--- src/rtl/fsm_pkg.sv ---
// Shared constants and width helper for the ring sequencer family.
package fsm_pkg;

    localparam logic MODE_WRAP = 1'b0;
    localparam logic MODE_SAT  = 1'b1;
    localparam logic DIR_UP    = 1'b1;
    localparam logic DIR_DN    = 1'b0;

    // State width: ceil(log2(n)), never below one bit.
    function automatic int calc_sw(input int n);
        int w;
        w = 1;
        for (int i = 1; i < 32; i++) begin
            if ((1 << i) < n) begin
                w = i + 1;
            end
        end
        return w;
    endfunction

endpackage

--- src/rtl/sat_counter.sv ---
// Saturating up-counter with synchronous clear; one-cycle update, sticks at all-ones.
module sat_counter #(
    parameter int W = 8
) (
    input  logic         CLK,
    input  logic         RST,
    input  logic         clr,
    input  logic         inc,
    output logic [W-1:0] cnt
);

    logic [W-1:0] cnt_q;
    logic [W-1:0] cnt_d;

    always_comb begin
        cnt_d = cnt_q;
        if (clr) begin
            cnt_d = '0;
        end else if (inc && (cnt_q != {W{1'b1}})) begin
            cnt_d = cnt_q + 1'b1;
        end
    end

    always_ff @(posedge CLK or posedge RST) begin
        if (RST) begin
            cnt_q <= '0;
        end else begin
            cnt_q <= cnt_d;
        end
    end

    assign cnt = cnt_q;

endmodule

--- src/rtl/ring_seq_fsm.sv ---
// N-state up/down ring sequencer with wrap/saturate ends, registered target match and entry count.
// One-cycle latency from STATE reaching TARGET to MATCH; WRAP pulses the cycle after a wrap step.
module ring_seq_fsm
    import fsm_pkg::*;
#(
    parameter int N_STATES = 4,
    parameter int CNT_W    = 8,
    localparam int SW      = calc_sw(N_STATES)
) (
    input  logic             CLK,
    input  logic             RST,
    input  logic             EN,
    input  logic             IN,
    input  logic             MODE,
    input  logic             CLR,
    input  logic [SW-1:0]    TARGET,
    output logic [SW-1:0]    STATE,
    output logic             MATCH,
    output logic             WRAP,
    output logic [CNT_W-1:0] MATCH_CNT
);

    // One extra bit so N_STATES itself is representable (e.g. 256 with SW=8).
    localparam logic [SW:0]   N_EXT = (SW + 1)'(N_STATES);
    localparam logic [SW-1:0] LAST  = SW'(N_STATES - 1);

    logic [SW-1:0] state_q, state_d;
    logic          match_q, match_d;
    logic          wrap_q,  wrap_d;
    logic          hit;
    logic          illegal;

    assign illegal = ({1'b0, state_q} >= N_EXT);
    assign hit     = (state_q == TARGET) && ({1'b0, TARGET} < N_EXT);

    always_comb begin
        state_d = state_q;
        wrap_d  = 1'b0;
        match_d = CLR ? 1'b0 : hit;
        if (CLR || illegal) begin
            state_d = '0;
        end else if (EN) begin
            if (IN == DIR_UP) begin
                if (state_q == LAST) begin
                    if (MODE == MODE_WRAP) begin
                        state_d = '0;
                        wrap_d  = 1'b1;
                    end
                end else begin
                    state_d = state_q + 1'b1;
                end
            end else begin
                if (state_q == '0) begin
                    if (MODE == MODE_WRAP) begin
                        state_d = LAST;
                        wrap_d  = 1'b1;
                    end
                end else begin
                    state_d = state_q - 1'b1;
                end
            end
        end
    end

    always_ff @(posedge CLK or posedge RST) begin
        if (RST) begin
            state_q <= '0;
            match_q <= 1'b0;
            wrap_q  <= 1'b0;
        end else begin
            state_q <= state_d;
            match_q <= match_d;
            wrap_q  <= wrap_d;
        end
    end

    // Count rising entries into the target, not dwell cycles.
    sat_counter #(
        .W (CNT_W)
    ) u_match_cnt (
        .CLK (CLK),
        .RST (RST),
        .clr (CLR),
        .inc (hit && !match_q),
        .cnt (MATCH_CNT)
    );

    assign STATE = state_q;
    assign MATCH = match_q;
    assign WRAP  = wrap_q;

endmodule

--- config.mk ---
export PLATFORM = sky130hd
export DESIGN_NAME = ring_seq_fsm
export DESIGN_NICKNAME = d
export VERILOG_FILES = /design/src/rtl/fsm_pkg.sv /design/src/rtl/sat_counter.sv /design/src/rtl/ring_seq_fsm.sv
export SDC_FILE = /design/constraint.sdc
export NUM_CORES = 1
export LEC_CHECK = 0
export CAP_MARGIN = 40
export CORE_MARGIN = 1.5
export CORE_UTILIZATION = 55
export CTS_BUF_LIST = sky130_fd_sc_hd__clkbuf_4 sky130_fd_sc_hd__clkbuf_8
export DETAILED_ROUTE_END_ITERATION = 10
export DONT_BUFFER_PORTS = 1
export PLACE_DENSITY = 0.81
export SYNTH_ARGS = -nofsm -noshare
export SYNTH_HDL_FRONTEND = slang
export SYNTH_SLANG_ARGS = --single-unit
--- constraint.sdc ---
create_clock -name CLK -period 2.3 [get_ports CLK]
set_input_delay 0.46 -clock CLK [delete_from_list [all_inputs] [get_ports CLK]]
set_output_delay 0.46 -clock CLK [all_outputs]
set_load 0.01 [all_outputs]
==> Word-level counts from Yosys, hierarchy flattened <==
Index checks and enable logic that the tools add are counted.
{ "word_totals": {"regBits": 42, "inputBits": 38} }
{ "op_classes": {"n_addsub": 3, "n_lt_le_gt_ge": 2, "eq_ne": 5, "n_mux": 16, "n_reduce_logical": 9} }
{ "ops": {"columns": ["op", "n"], "rows": [
  ["2-to-1 mux 32 bit", 7],
  ["adder 32 x 1 -> 32 bit, second input constant", 1],
  ["equality test 32 x 2 -> 1 bit, second input constant", 1],
  ["equality test 32 bit", 1],
  [">= comparator 32 x 3 -> 1 bit, second input constant", 1],
  ["zero test 32 bit", 1],
  ["less-than comparator 32 x 3 -> 1 bit, second input constant", 1],
  ["subtractor 32 x 1 -> 32 bit, second input constant", 1],
  ["2-to-1 mux 8 bit", 2],
  ["adder 8 x 1 -> 8 bit, second input constant", 1],
  ["!= test 4 bit, second input constant", 2],
  ["!= test 8 bit, second input constant", 1],
  ["2-to-1 mux 1 bit", 7],
  ["nonzero test 2 bit", 2],
  ["logical AND 1 bit", 3],
  ["AND reduction 3 bit", 1],
  ["zero test 1 bit", 1],
  ["logical OR 1 bit", 1]
]} }

==> Longest topological paths before layout <==
{ "logic_depth": {"depth_word": 6, "mapped_depth": 9} }

==> Modules after synthesis <==
A second synthesis with hierarchy kept.
{ "hier_totals": {"cells_unflattened": 233, "hier_area_um2": 2444.8} }
{ "modules_own_cells": {"columns": ["module", "instances", "cells_each", "area_per_inst_um2", "seq_area_each_um2"], "rows": [
  ["ring_seq_fsm", 1, 184, 1940.6, 850.8],
  ["sat_counter", 1, 49, 504.2, 200.2]
]} }

==> Least setup slack after synthesis <==
No wires, ideal clock.
{ "synth_path": {"path_type": "in2reg", "startpoint": "input port TARGET[8]", "endpoint": "register u_match_cnt.cnt_q[2] (netlist: u_match_cnt.cnt[2])", "arrival_ns": 2.330, "t_required_ns": 2.222, "path_slack_ns": -0.107, "cell_stages": 7, "path_cell_list": "nor4_2 > nand4b_1 > or4_4 > or4_4 > buf_6 > or3_1 > a21oi_1"} }
{ "synth_between": {"elab_chain_cells": 5, "word_cells_on_any_way": 6, "classes_between": "order compare (1); eq/ne (1); reduce/logical (4)"} }
{ "synth_rtl": {"columns": ["item", "line", "text"], "rows": [
  ["start, declared", "ring_seq_fsm.sv:16", "input logic [SW-1:0] TARGET,"],
  ["less-than comparator 32 x 3 -> 1 bit or equality test 32 bit (tied branches)", "ring_seq_fsm.sv:34", "assign hit = (state_q == TARGET) && ({1'b0, TARGET} < N_EXT);"],
  ["logical AND 1 bit (*)", "ring_seq_fsm.sv:34", null],
  ["logical AND 1 bit (*)", "ring_seq_fsm.sv:84", ".inc (hit && !match_q),"],
  ["logical AND 1 bit (*)", "sat_counter.sv:19", "end else if (inc && (cnt_q != {W{1'b1}})) begin"],
  ["nonzero test 2 bit (no line) (*)", null, null],
  ["end signal, assigned", "sat_counter.sv:28", "cnt_q <= cnt_d;"],
  ["end, declared", "sat_counter.sv:12", "logic [W-1:0] cnt_q;"]
]} }
Every way passes the cells marked *; elsewhere a longest branch is shown, timed or not.
A chain may end at the register's enable or synchronous reset.

==> Worst setup path in the final report <==
{ "layout_path": {"startpoint": "register state_q[13] (netlist: STATE[13])", "endpoint": "register u_match_cnt.cnt_q[3] (netlist: u_match_cnt.cnt[3])"} }
{ "layout_between": {"elab_chain_cells": 5} }
{ "layout_rtl": {"columns": ["item", "line", "text"], "rows": [
  ["start, declared", "ring_seq_fsm.sv:27", "logic [SW-1:0] state_q, state_d;"],
  ["start signal, assigned", "ring_seq_fsm.sv:71", "state_q <= state_d;"],
  ["equality test 32 bit", "ring_seq_fsm.sv:34", null],
  ["logical AND 1 bit", "ring_seq_fsm.sv:34", null],
  ["logical AND 1 bit", "ring_seq_fsm.sv:84", null],
  ["logical AND 1 bit", "sat_counter.sv:19", null],
  ["nonzero test 2 bit (no line)", null, null]
]} }
No other way between the ends.

==> results.tsv <==
metric	value	unit
Final Max Slew Viols	0	
starting density of the core	0.587	
EDFF count, synth	0	
count of mapped cells out of synthesis	229	
die outline height	66.2	um
Inst Count DP	314	
Critical Setup Path Class	flip-flop to flip-flop	
ANT cells	0	
Internal Pwr Total	1060	uW
fill count	281	
slowest CP cell	or4_4	
number of nets in the layout	322	
core outline area	0.00374	sq mm
reported net switching power	365	uW
maximum clock path buffer count	2	
maximum frequency from static timing analysis	0.421	GHz
unrepaired setup endpoints after global routing	true	
part of the Yosys area used for sequential elements	0.479	
multi-input gate area in the final layout	0.00119	sq mm
Placer Congestion	0.945	
startpoint of the worst-slack reg-to-reg timing path	STATE[13]	
required time at the endpoint of the critical path	2540	ps
CTS tree	built	
die width	66.2	um
mean area per synthesized cell	9.59	sq um
most common cell type on the critical path	or4_4	
arrival time of data at the critical path endpoint	2620	ps
worst clock skew on the final layout	9.09	ps
syn nets	271	
Worst-path clk slew	90	ps
number of buffers added by the clock tree synthesis step	5	
Post-Syn Area	0.00220	sq mm
later-pin clock latency in the skew report	300	ps
wire length of the first global-routing pass	9590	um
gr usage total	0.298	
number of antenna violations at the first check in global routing	0	
# DRC	0	
crit start category	flip-flop	
Layout Area Growth over Synthesis	28.6	%
TritonCTS sink count	42	
num rows	22	
longest individual stage delay on the worst path	500	ps
GR met3 Demand/Resource	0.0869	
number of unique standard cell types used by synthesis	41	
power density normalized to cell area	504	mW/mm^2
violations in the final reports	setup timing	
Avg WL per Cell	19.9	um
R2R setup slack	-80	ps
final critical-path required period	2380	ps
First DRT Iteration DRCs	216	
leakage	0.00135	uW
largest cells by area after synthesis	dfrtp_1, xor2_1, nor2_1, nor4_1, xnor2_1	
maximum resistive drop on vdd	384	uV
post-route cell area	0.00282	sq mm
outcome	complete, but fails checks	
I/O pin count	80	
post-route setup slack	-75.6	ps
setup-violating endpoint count in the final report	6	
area of the die	0.00438	sq mm
post-synthesis async set-or-reset flop share	1.00	
synthesis-stage register bit count	42	
highest fanout seen on the critical path	6	
share of Yosys cell area claimed by the top area cell type	0.479	
Final Routed Wirelength	6540	um
number of maximum-capacitance violations	0	
ratio of final minimum period to clock period	1.03	
Final Hold Slack	172	ps
global route total overflow	0	
measured slew at the worst slew-check pin	592	ps
top_reg_cell synth	dfrtp_1	
vias in the first global route	1960	
setup TNS	-299	ps
part of the power in the clock network	0.356	
fin util	0.754	
power share of the sequential group	0.524	
1st-pass router iterations	5	
combinational share of power	0.119	
via count	2035	
Worst Setup End Kind	flip-flop	
via density per instance	6.19	
CTS root buffer	clkbuf_8	
largest net degree at the start of global routing	43	
CP startpoint	STATE[13]	
combined buffer and inverter count along the critical path	1	
final instance count without filler cells	329	
CTS H-tree depth	2	
path type of the worst min-delay path	input pin to async pin	
global routing usage on met2	0.480	
fraction of met1 tracks used by global routing	0.362	
placement-stage cell area	0.00256	sq mm
largest area contributor in the netlist	dfrtp_1	
number of port buffers	0	
yosys synthesis warning count	0	
most used routing layer in global routing	met2	
DP HPWL	4690	um
family of cells with the greatest summed delay on the critical path	simple AND/OR/NAND/NOR gates	
fraction of final layout cells sized beyond drive strength 1	0.306	
Crit Reg-Reg Endpoint	u_match_cnt.cnt[3]	
Detail Route Antenna Nets	0	
sequence of cells on the critical path	nor4_4 -> nand4b_1 -> or4_4 -> or4_4 -> buf_6 -> or3_4 -> a21oi_2	
switching power share of the total	0.257	
final hold violation count	0	
Worst R2R Path Depth	7	
worst slew margin relative to its limit	0.600	
sequential cell area	0.00105	sq mm
## cell families (layout without fill, tap and decap cells)
group,Yosys count,after routing,share of synthesized area
compound gates,31,31,0.0929
mux,2,2,0.00969
flops,42,42,0.479
buf+inv,16,68,0.0325
simple gates,109,109,0.264
fa+ha+maj,4,4,0.0228
xor+xnor,25,25,0.0997
## metrics by stage
step                worst slack, ps  power [uW]
floorplan                      -103         872
global placement               -267         909
detailed placement             -348         910
CTS                            -171        1400
global route                   -146        1480
finish                        -75.6        1420
## flip-flops by register name, summed over array words and instances, names as in the netlist
signal,cells
u_match_cnt.cnt,8
STATE,32
MATCH,1
WRAP,1
## cells in the mapped netlist, drive strengths merged, types with 5 or more instances
master,count
nor2,36
clkbuf,5
nand2,13
a21oi,12
inv,9
nand4,7
or3,6
xor2,17
nor4,19
o21ai,7
dfrtp,42
xnor2,8
nand3,8
## cells in the final DEF (no fill, tap or decap), types with 2 or more instances in the layout
master,synthesis,routed
a21oi_1,11,6
a21oi_2,1,5
a41o_1,2,2
and3_1,3,3
buf_4,1,48
buf_6,1,2
clkbuf_8,0,6
dfrtp_1,42,42
ha_1,4,4
inv_1,9,9
nand2_1,12,12
nand2b_1,3,3
nand3_1,8,8
nand3b_1,2,2
nand4_1,7,7
nor2_1,36,36
nor3_1,4,3
nor4_1,17,12
nor4_2,2,5
nor4_4,0,2
o21ai_0,7,6
o22ai_1,2,2
or3_1,6,5
or4_1,2,2
or4_4,2,2
xnor2_1,8,5
xnor2_2,0,3
xor2_1,17,17
## layer usage
metal,vias up,wire length [um]
met5,-,0
met4,0,231
met3,24,605
met2,112,3250
met1,974,2450
li1,925,-
## timing repair
item / in CTS / in global routing
pin swaps: 13 / 6
hold endpoints to repair: 0 / 0
hold buffers: 0 / 0
setup buffers: 2 / 4
gates resized for setup: 7 / 17
setup endpoints to repair: 8 / 38
gates cloned: 0 / 1
## area by class of cell
type                       instances  share of cell area
clock buffer                       6              0.0292
multi-input combinational        171               0.423
timing repair buffer              51               0.138
inverter                           9              0.0120
sequential                        42               0.372
clock inverter                     2             0.00443
tap                               48              0.0213
## power groups by stage
| stage | registers [uW] | clock network (uW) | logic (uW) |
|---|---|---|---|
| after floorplan | 762 | 0 | 110 |
| after global routing | 747 | 541 | 188 |
| after CTS | 746 | 506 | 153 |
| final | 746 | 507 | 170 |
| after global placement | 761 | 0 | 149 |
| after detailed placement | 761 | 0 | 150 |
## how the worst max path moves through the flow
stage	to	slack, ps	depth (start not counted)
2_1_floorplan	u_match_cnt.cnt[2]	-100	7
3_3_place_gp	u_match_cnt.cnt[6]	-270	7
3_5_place_dp	u_match_cnt.cnt[6]	-350	7
4_1_cts	u_match_cnt.cnt[3]	-170	7
5_1_grt	u_match_cnt.cnt[3]	-150	7
6_report	u_match_cnt.cnt[3]	-80	7
(Power assumes the default switching activity.)
